$ cat config.mk
export PLATFORM = sky130hd
export DESIGN_NAME = ws2812_rx
export DESIGN_NICKNAME = d
export VERILOG_FILES = /design/src/rtl/ws2812_rx.sv
export SDC_FILE = /design/constraint.sdc
export NUM_CORES = 1
export LEC_CHECK = 0
export ABC_AREA = 1
export CORE_ASPECT_RATIO = 0.6
export CORE_UTILIZATION = 40
export DETAILED_ROUTE_END_ITERATION = 8
export PLACE_DENSITY_LB_ADDON = 0.15
export SETUP_SLACK_MARGIN = 0.4
export SKIP_LAST_GASP = 1
export SYNTH_ARGS = -nofsm -noshare
export SYNTH_HDL_FRONTEND = slang
export SYNTH_SLANG_ARGS = --single-unit
$ cat constraint.sdc
create_clock -name clk -period 3.4 [get_ports clk]
set_input_delay 0.68 -clock clk [delete_from_list [all_inputs] [get_ports clk]]
set_output_delay 0.68 -clock clk [all_outputs]
set_load 0.1 [all_outputs]
$ cat src/rtl/ws2812_rx.sv
// ws2812_rx: WS2812 single-wire NRZ receiver.
// Recovers 24-bit pixel words from the LED data line. Each word is reported
// with its 0-based position in the frame. A long low period marks a frame
// boundary. The receiver stays silent until it has seen one full reset gap,
// so it never locks onto a frame part-way through.
//
// Pulse-width measurement: the cycle counter is cleared on every detected
// edge of the synchronized line. When the next edge is detected, the run
// that just ended lasted (cnt + 1) cycles. The thresholds below are
// therefore the parameter values minus one.

module ws2812_rx #(
    parameter int unsigned T_MIN_HIGH_CYC = 3,    // shorter high pulse is a glitch
    parameter int unsigned T_THRESH_CYC   = 10,   // high >= this decodes as '1'
    parameter int unsigned T_MAX_HIGH_CYC = 24,   // high reaching this is a stuck line
    parameter int unsigned T_RESET_CYC    = 800   // low this long ends a frame
) (
    input  logic        clk,
    input  logic        reset,
    input  logic        din,
    output logic [23:0] rgb_data,
    output logic [7:0]  led_num,
    output logic        valid,
    output logic        frame_done,
    output logic        error,
    output logic        busy
);

    localparam int unsigned CNT_W = $clog2(T_RESET_CYC + 1);

    localparam logic [CNT_W-1:0] CNT_SAT    = '1;
    localparam logic [CNT_W-1:0] CNT_ONE    = CNT_W'(1);
    localparam logic [CNT_W-1:0] LIM_GLITCH = CNT_W'(T_MIN_HIGH_CYC - 1);
    localparam logic [CNT_W-1:0] LIM_ONE    = CNT_W'(T_THRESH_CYC - 1);
    localparam logic [CNT_W-1:0] LIM_STUCK  = CNT_W'(T_MAX_HIGH_CYC - 1);
    localparam logic [CNT_W-1:0] LIM_GAP    = CNT_W'(T_RESET_CYC - 1);
    localparam logic [4:0]       LAST_BIT   = 5'd23;
    localparam logic [7:0]       IDX_SAT    = 8'hFF;

    typedef enum logic [1:0] {
        S_SYNC = 2'd0,   // waiting for a full reset gap before trusting the line
        S_IDLE = 2'd1,   // between frames, waiting for the first rising edge
        S_HIGH = 2'd2,   // measuring a high pulse
        S_LOW  = 2'd3    // measuring the low period after a bit
    } state_t;

    state_t state;
    state_t state_nxt;

    // Synchronizer and edge-detection pipeline.
    logic din_meta;
    logic din_s;
    logic din_d;
    logic rise;
    logic fall;

    // Datapath state.
    logic [CNT_W-1:0] cnt;
    logic [CNT_W-1:0] cnt_nxt;
    logic [23:0]      shift_q;
    logic [23:0]      shift_nxt;
    logic [4:0]       bit_cnt_q;
    logic [4:0]       bit_cnt_nxt;
    logic [7:0]       frame_idx_q;
    logic [7:0]       frame_idx_nxt;

    // Next values of the registered outputs.
    logic [23:0] rgb_nxt;
    logic [7:0]  led_nxt;
    logic        valid_nxt;
    logic        done_nxt;
    logic        error_nxt;
    logic        busy_nxt;

    // Line events, interpreted according to the state that is active.
    logic hi_stuck;
    logic hi_glitch;
    logic hi_one;
    logic lo_gap;

    assign rise      = din_s & ~din_d;
    assign fall      = ~din_s & din_d;
    assign hi_stuck  = (cnt >= LIM_STUCK);
    assign hi_glitch = fall && (cnt < LIM_GLITCH);
    assign hi_one    = (cnt >= LIM_ONE);
    assign lo_gap    = (cnt >= LIM_GAP);

    // Two-flop synchronizer for the asynchronous line, plus a one-cycle delay for edge detection
    always_ff @(posedge clk) begin
        // NOTE: sequential state is written with <= so every flop samples pre-edge values.
        if (reset) begin
            din_meta <= 1'b0;
            din_s    <= 1'b0;
            din_d    <= 1'b0;
        end else begin
            din_meta <= din;
            din_s    <= din_meta;
            din_d    <= din_s;
        end
    end

    // State register
    always_ff @(posedge clk) begin
        if (reset) begin
            state <= S_SYNC;
        end else begin
            state <= state_nxt;
        end
    end

    // Next-state logic: errors fall back to SYNC, and a reset gap returns to IDLE
    always_comb begin
        state_nxt = state;
        case (state)
            S_SYNC: begin
                if (!din_s && lo_gap) begin
                    state_nxt = S_IDLE;
                end
            end
            S_IDLE: begin
                if (rise) begin
                    state_nxt = S_HIGH;
                end
            end
            S_HIGH: begin
                if (hi_stuck || hi_glitch) begin
                    state_nxt = S_SYNC;
                end else if (fall) begin
                    state_nxt = S_LOW;
                end
            end
            S_LOW: begin
                // A rise in the same cycle that completes the gap starts the next frame.
                if (lo_gap) begin
                    state_nxt = rise ? S_HIGH : S_IDLE;
                end else if (rise) begin
                    state_nxt = S_HIGH;
                end
            end
            default: begin
                state_nxt = S_SYNC;
            end
        endcase
    end

    // Output and datapath next values: bit shifting, word completion, frame end and error pulses
    always_comb begin
        // NOTE: every signal gets a default before any branch, so no path infers a latch.
        cnt_nxt       = (cnt == CNT_SAT) ? cnt : cnt + CNT_ONE;
        shift_nxt     = shift_q;
        bit_cnt_nxt   = bit_cnt_q;
        frame_idx_nxt = frame_idx_q;
        rgb_nxt       = rgb_data;
        led_nxt       = led_num;
        valid_nxt     = 1'b0;
        done_nxt      = 1'b0;
        error_nxt     = 1'b0;

        // Any edge restarts the measurement. While hunting for a gap, any high level restarts it too.
        if (rise || fall || (state == S_SYNC && din_s)) begin
            cnt_nxt = '0;
        end

        case (state)
            S_HIGH: begin
                if (hi_stuck || hi_glitch) begin
                    error_nxt     = 1'b1;
                    shift_nxt     = '0;
                    bit_cnt_nxt   = '0;
                    frame_idx_nxt = '0;
                end else if (fall) begin
                    shift_nxt = {shift_q[22:0], hi_one};
                    if (bit_cnt_q == LAST_BIT) begin
                        rgb_nxt     = shift_nxt;
                        led_nxt     = frame_idx_q;
                        valid_nxt   = 1'b1;
                        bit_cnt_nxt = '0;
                        if (frame_idx_q != IDX_SAT) begin
                            frame_idx_nxt = frame_idx_q + 8'd1;
                        end
                    end else begin
                        bit_cnt_nxt = bit_cnt_q + 5'd1;
                    end
                end
            end
            S_LOW: begin
                if (lo_gap) begin
                    done_nxt      = 1'b1;
                    error_nxt     = (bit_cnt_q != '0);
                    shift_nxt     = '0;
                    bit_cnt_nxt   = '0;
                    frame_idx_nxt = '0;
                end
            end
            default: begin
            end
        endcase

        busy_nxt = (state_nxt == S_HIGH) || (state_nxt == S_LOW);
    end

    // Datapath and output registers; pulses last exactly one cycle because their next value defaults to 0
    always_ff @(posedge clk) begin
        if (reset) begin
            cnt         <= '0;
            shift_q     <= '0;
            bit_cnt_q   <= '0;
            frame_idx_q <= '0;
            rgb_data    <= '0;
            led_num     <= '0;
            valid       <= 1'b0;
            frame_done  <= 1'b0;
            error       <= 1'b0;
            busy        <= 1'b0;
        end else begin
            cnt         <= cnt_nxt;
            shift_q     <= shift_nxt;
            bit_cnt_q   <= bit_cnt_nxt;
            frame_idx_q <= frame_idx_nxt;
            rgb_data    <= rgb_nxt;
            led_num     <= led_nxt;
            valid       <= valid_nxt;
            frame_done  <= done_nxt;
            error       <= error_nxt;
            busy        <= busy_nxt;
        end
    end

endmodule

==> After elaboration in Yosys (flattened, before gate mapping) <==
Cells that the tools add are included.
{ "word_totals": {"inputBits": 3, "output_inout_bits": 36, "register_bits": 87} }
{ "classes": {"bitwise": 8, "n_mux": 27, "n_eq_ne": 12, "n_reduce_logical": 17, "add_sub_neg": 3, "order_cmp": 4} }
{ "op_table": {"columns": ["op", "n"], "rows": [
  ["$mux 23", 3],
  ["$pmux 23 s2", 1],
  ["$mux 8", 5],
  ["$mux 5", 4],
  ["$pmux 8 s2", 1],
  ["$mux 2", 6],
  ["$add 10x1->10 const B", 1],
  ["$eq 10x10->1 const B", 1],
  ["$ge 10x10->1 const B", 1],
  ["$ge 10x4->1 const B", 1],
  ["$ge 10x5->1 const B", 1],
  ["$lt 10x2->1 const B", 1],
  ["$pmux 5 s2", 1],
  ["$ne 3x3->1 const B", 3],
  ["$add 8x1->8 const B", 1],
  ["$eq 2x2->1 const B", 4],
  ["$ne 8x8->1 const B", 1],
  ["$pmux 2 s4", 1],
  ["$not 1->1", 6],
  ["$add 5x1->5 const B", 1],
  ["$eq 5x5->1 const B", 1],
  ["$reduce_and 5->1", 1],
  ["$reduce_bool 5->1", 1],
  ["$logic_or 1x1->1", 4],
  ["other kinds (13)", 20]
]} }

==> Longest topological paths before layout <==
Gate-level depths: netlist of run 1.
{ "logic_depth": {"ltp_word": 8, "depth_mapped": 15, "mapped_depth_nobuf": 14} }

==> Least setup slack after synthesis of run 1 <==
Ideal clock, no wire load.
{ "synth_path": {"path_type": "flip-flop to flip-flop", "from": "reg state[1]", "to": "reg bit_cnt_q[0]", "path_buffers": 2, "synth_period_minus_slack_ps": 2207, "arrival_time_ps": 2094, "path_stages_with_launch": 12, "slack_ps": 1193, "cell_sequence": "dfxtp_1 -> inv_1 -> nor2_2 -> nand2_1 -> nand2_1 -> inv_1 -> nand2_4 -> buf_6 -> buf_6 -> nand2_1 -> nand2_1 -> nor2_1"} }
{ "synth_via": {"elab_chain_cells": 3} }
{ "synth_lines": {"columns": ["element", "line_no", "source"], "rows": [
  ["start, declared", "47", "state_t state;"],
  ["start signal, assigned", "107", "state <= state_nxt;"],
  ["$eq 2x2->1", "164", "case (state)"],
  ["$ne 3x3->1 (no source line), or another cell as far along", null, null],
  ["$reduce_and 3->1 (no source line)", null, null],
  ["end signal, assigned", "218", "bit_cnt_q <= bit_cnt_nxt;"],
  ["end, declared", "62", "logic [4:0] bit_cnt_q;"]
]} }
Parallel ways exist; a longest one is shown, timed or not.
A chain may end at the register's enable or synchronous reset.

==> Worst setup path in the final report of run 1 <==
{ "layout_path": {"from": "reg rgb_data[13]", "to": "out rgb_data[13]"} }
{ "layout_rtl": {"columns": ["element", "line_no", "source"], "rows": [
  ["start, declared", "21", "output logic [23:0] rgb_data,"],
  ["start signal, assigned", "220", "rgb_data <= rgb_nxt;"]
]} }
No word-level cell between the ends.

==> results of run 1 <==
metal layers:
metal | part of all wire | track usage | up-vias
met5 | 0 | 0 | -
met4 | 0.011 | 0.06471 | 0
met3 | 0.041 | 0.05931 | 9
met2 | 0.39 | 0.2522 | 49
met1 | 0.56 | 0.2817 | 1495
li1 | - | - | 1737
final cells by class:
cell class	count	area, um2
Fill cell	903	4682
Multi-Input combinational cell	350	1758
Sequential cell	86	1722
Timing Repair Buffer	44	372.9
Clock buffer	12	256.5
Inverter	51	191.4
Tap cell	130	162.7
Clock inverter	3	43.79
tightest hold or removal path: cells and delay by family, from the launching register on:
kind	cells	cell delay (ns)
buf+inv	1	0.04
flops	1	0.29
simple gates	1	0.03
cell usage after synthesis, drive strengths merged, types with 5 or more instances:
| master | count |
|---|---|
| a21oi | 73 |
| buf | 19 |
| clkbuf | 7 |
| dfxtp | 86 |
| ha | 8 |
| inv | 51 |
| nand2 | 94 |
| nand3 | 46 |
| nand4 | 5 |
| nor2 | 64 |
| nor3 | 10 |
| o21ai | 37 |
| xor2 | 5 |
per-stage QoR:
step	cell area [um2]	worst slack [ns]
2_1_floorplan	3806	1.193
3_5_place_dp	4207	0.9447
6_report	4507	0.8970
3_3_place_gp	4207	0.9592
5_1_grt	4507	0.7801
4_1_cts	4507	0.8975
sequential cells by signal (all words and copies together), names as in the netlist:
name         count
led_num          8
frame_idx_q      8
din_meta         1
cnt             10
rgb_data        24
bit_cnt_q        5
shift_q         23
din_s            1
state            2
din_d            1
frame_done       1
valid            1
error            1
where the power goes:
| part | internal [mW] | switching, mW |
|---|---|---|
| combinational | 0.0135 | 0.0358 |
| sequential | 1.01 | 0.00439 |
| clock | 0.606 | 0.403 |
| total | 1.63 | 0.443 |
kinds of logic after synthesis:
family,Yosys count,share of synthesized area
AND/OR/NAND/NOR,221,0.2666
AO/OA/AOI/OAI,116,0.1558
flip-flops,86,0.4523
buffers and inverters,77,0.08744
adder cells (fa/ha/maj),8,0.02630
XOR/XNOR,5,0.01151
final timing paths:
| path | start | to | slack, ns | cells past startpoint |
|---|---|---|---|---|
| max reg2reg | cnt[1] | shift_q[20] | 1.04 | 12 |
| min reg2reg | din_meta | din_s | 0.40 | 2 |
| max | rgb_data[13] | rgb_data[13] | 0.90 | 1 |
| min | din_meta | din_s | 0.40 | 2 |
==> impl_metrics.yaml, run 1 <==
route:
  drt_iter0_markers: 255
  drc: 0
  viasPerCell: 4.867
  ant_nets: 0
  totalWireLength_um: 8643
  vias: 3290
  first_pass_iters: 4
  wl_per_cell_um: 12.79
floorplan:
  rows: 27
  core-area_um2: 9189
  die_h_um: 77.56
  io_pins: 39
  die_area_um2: 9922
  start_util: 0.4142
  die_w_um: 127.9
placement:
  gp_congestion: 0.8134
  dp_hpwl_um: 5682
  port_buffers: 38
  dpl.cell_count: 661
sta:
  final.setup_skew_ns: 0.009328
  whs_ns: 0.4027
  timing_hold_violations_final: 0
  maxSlewHeadroom: 0.2823
  fin_crit_ns: 2.503
  finalSetupTns_ns: 0
  worst_slew_pin_slew_ns: 1.068
  setup_viol: 0
  max_freq_mhz: 399.5
  timing.final.crit_share: 0.7362
  slew_viol_final: 0
  rsz0062_at_grt: "false"
logic_synthesis:
  synth.lib_cells_used.distinct: 33
  syn_nets: 524
  synth.yosys.seq_area_share: 0.4523
  synth_seq_cells: 86
  synth-warning-count: 0
  netlist_instances: 513
  synth_top_cell_by_area: "dfxtp_1"
  synthFlopType: "dfxtp_1"
  netlist.area_leader.share: 0.4523
  syn_area_um2: 3806
  yosys-top-cells-area: "dfxtp_1, a21oi_1, nand2_1"
  async_flop_share: 0
  synth_area_per_cell_um2: 7.419
  synth_edf_count: 0
cts:
  cts_num_sinks: 86
  insertion_delay_ns: 0.35
  cts_hold_buf: 0
  numCtsBuffers: 9
  cts.repair.resized: 0
  clock_path_buffers: 2
  cts_root_buf: "clkbuf_16"
  tritoncts: "yes"
  htree_levels: 3
  clk_pin_slew_ns: 0.06
  postCtsSetupBuffers: 0
setup_path:
  critPathLaunchType: "flop"
  worstPathArrival_ns: 1.82
  critPathSlowestCell: "clkdlybuf4s50_1"
  crit_chain: "clkdlybuf4s50_1"
  crit_type: "reg -> out"
  path_buf_inv: 1
  crit_fanout: 2
  end_kind: "output port"
  cp_data_required_time_ns: 2.72
  cpPeakStageDelay_ns: 1.13
  critPathTopFamily: "buffers and inverters"
cells_and_area:
  final_cell_mix: "nand2_1, dfxtp_1, a21oi_1, nor2_1, inv_1"
  drive_gt1_frac: 0.1099
  diodes: 0
  syn2layout_area_growth_pct: 18.41
  final_common_cell: "nand2_1"
  nets: 553
  instances_no_fill: 676
  final_util: 0.4905
worst_hold_path:
  hp-class: "reg -> reg"
global_route:
  overflow: 0
  grt_start_max_net_pins: 43
  grt_pass1_vias: 2956
  grt_use_total: 0.1895
  grt_pass1_wl_um: 14650
  antenna_found_initial: 0
power:
  power_density_nw_per_um2: 460.1
  vdd_drop_max_uv: 258.5
  p_leak_nw: 1.895
  power_mw: 2.073
job:
  maxCapViolCount: 0
run_status:
  outcome: "finished, final reports clean"
Note: power is estimated with default switching activity, not from simulation.
==> run 2: changes to the inputs <==
Clock period 3.4 ns to 2.5 ns, I/O delays scaled along.
==> run 2 against run 1 <==
Compared with the run above: clock skew shrank 0.00059 ns; count of clock-buffer cells in the layout is the same; critical path depth grew 11; utilization grew 1.3 points; non-clock buffer count grew 14; clock power grew 29%; register-to-register slack lost 0.50 ns; global-route usage grew 0.077 points; setup slack lost 0.36 ns; sequential power grew 35%; routed wire length grew 4.1%; critical path type is now reg -> reg; largest cell class unchanged; largest power group unchanged.
==> impl_metrics.yaml, run 2 (synthesized netlist as in run 1, its figures left out) <==
cts:
  cts_root_buf: "clkbuf_16"
  clk_pin_slew_ns: 0.06
  cts_hold_buf: 0
  cts_num_sinks: 86
  clock_path_buffers: 2
  tritoncts: "yes"
  numCtsBuffers: 9
  htree_levels: 3
  insertion_delay_ns: 0.34
placement:
  port_buffers: 38
  dpl.cell_count: 671
  gp_congestion: 0.8250
  place_ws_ns: 0.4073
  dp_hpwl_um: 6233
cells_and_area:
  syn2layout_area_growth_pct: 21.47
  final_cell_mix: "nand2_1, dfxtp_1, a21oi_1, nor2_1, buf_4"
  top_register: "rgb_data"
  instances_no_fill: 692
  diodes: 0
  n_fill_cell: 962
  largest_reg_flops: 24
  final_common_cell: "nand2_1"
  top_regs: "rgb_data: 24 flops, shift_q: 23 flops, cnt: 10 flops"
  drive_gt1_frac: 0.1726
  nets: 568
route:
  first_pass_iters: 6
  wl_per_cell_um: 13.00
  totalWireLength_um: 8999
  highest_layer: "met4"
  drc: 0
  ant_nets: 0
  m1WireLength_um: 4744
  drt_iter0_markers: 245
  route.met2.wl_um: 3660
  wl_met3_um: 503
  viasPerCell: 4.915
  vias: 3401
setup_path:
  critPathCapture: "rgb_data[0]"
  crit_fanout: 13
  r2r-start: "din_s"
  critPathLaunchType: "flop"
  reg2reg_slack_ns: 0.54
  cpPeakStageDelay_ns: 0.33
  worstPathArrival_ns: 2.23
  worstReg2RegEnd: "rgb_data[0]"
  cp_data_required_time_ns: 2.77
  crit_type: "reg -> reg"
  critPathLaunch: "din_s"
  critPathSlowestCell: "dfxtp_1"
  r2r_cells: 12
  end_kind: "flop"
  crit_chain: "inv_1 -> ha_1 -> inv_1 -> nor2_1 -> nand3_2 -> nand2_2 -> nand2_2 -> nand2_4 -> nor2_4 -> buf_4 -> o211ai_1 -> a21oi_1"
floorplan:
  core-area_um2: 9189
  die_area_um2: 9922
  rows: 27
  die_h_um: 77.56
  die_w_um: 127.9
  start_util: 0.4142
  io_pins: 39
run_status:
  outcome: "finished, final reports clean"
global_route:
  grt_use_total: 0.1902
  grt_start_max_net_pins: 27
  grt_pass1_wl_um: 14730
  antenna_found_initial: 0
  overflow: 0
  grt_pass1_vias: 2959
sta:
  fin_crit_ns: 1.964
  whs_ns: 0.4037
  timing.final.crit_share: 0.7854
  final.setup_skew_ns: 0.008735
  setup_viol: 0
  max_freq_mhz: 509.3
  timing_hold_violations_final: 0
  slew_viol_final: 0
  rsz0062_at_grt: "false"
  finalSetupTns_ns: 0
  worst_slew_pin_slew_ns: 0.3464
  worst_slack_ns: 0.5365
  maxSlewHeadroom: 0.7688
power:
  p_int_mw: 2.159
  power_mw: 2.763
  swShare: 0.2185
  pwr-share-clk: 0.471
  power_density_nw_per_um2: 597.6
  vdd_drop_max_uv: 324.3
  p_leak_nw: 1.985
  power_frac_comb: 0.029
  seqPwrFrac: 0.500
  power.switching_uw: 603.7
worst_hold_path:
  hold_start: "din_meta"
  hp-class: "reg -> reg"
job:
  maxCapViolCount: 0
## run 2: cell types whose count changed in the layout (fill, tap and decap cells not counted), sizes merged
cell           change
clkdlybuf4s50     -15
nand2              +1
bufinv             -1
clkinvlp           +2
inv                +1
clkinv             -1
buf               +29
## run 2: metal layers
layer / track usage / up-vias
li1: - / 1773
met1: 0.2785 / 1557
met2: 0.2668 / 63
met3: 0.05448 / 8
met4: 0.05647 / 0
met5: 0 / -
## run 2: stage by stage
step	instance area (um2)	utilization
after floorplan	3807	-
after global placement	4245	0.4620
after detailed placement	4245	0.4620
after CTS	4543	0.4944
after global routing	4623	0.5031
final	4623	0.5031
## run 2: layout make-up
| cell class | count | area, um2 | share of cell area |
|---|---|---|---|
| clock buffers | 12 | 266.5 | 0.05765 |
| clock inverters | 4 | 28.78 | 0.006225 |
| inverters | 51 | 196.4 | 0.04249 |
| multi-input cells | 351 | 1795 | 0.3884 |
| flip-flops and latches | 86 | 1725 | 0.3732 |
| well taps | 130 | 162.7 | 0.03518 |
| repair buffers | 58 | 447.9 | 0.09689 |
## run 2: power groups by stage
stage / Sequential, mW / Clock (mW) / Combinational [mW]
final: 1.38 / 1.30 / 0.0792
after global routing: 1.38 / 1.40 / 0.0903
after CTS: 1.38 / 1.34 / 0.0756
after detailed placement: 1.41 / 0 / 0.0750
after global placement: 1.41 / 0 / 0.0742
after floorplan: 1.41 / 0 / 0.0491
## run 2: worst min-delay path by stage
stage            end  cells after the start
2_1_floorplan  din_s                      2
3_3_place_gp   din_s                      2
3_5_place_dp   din_s                      2
4_1_cts        din_s                      2
5_1_grt        din_s                      2
6_report       din_s                      2
## run 2: critical path: cells and delay by family (launching register included)
family                   cells  cell delay, ns
AND/OR/NAND/NOR              6            0.63
buffers and inverters        3            0.43
flip-flops                   1            0.33
AO/OA/AOI/OAI                2            0.26
adder cells (fa/ha/maj)      1            0.23
## run 2: timing repair
item	CTS	global route
resized for setup	1	12
setup endpoints to repair	1	61
gates cloned	0	1
pin swaps	0	3
buffers inserted	0	4
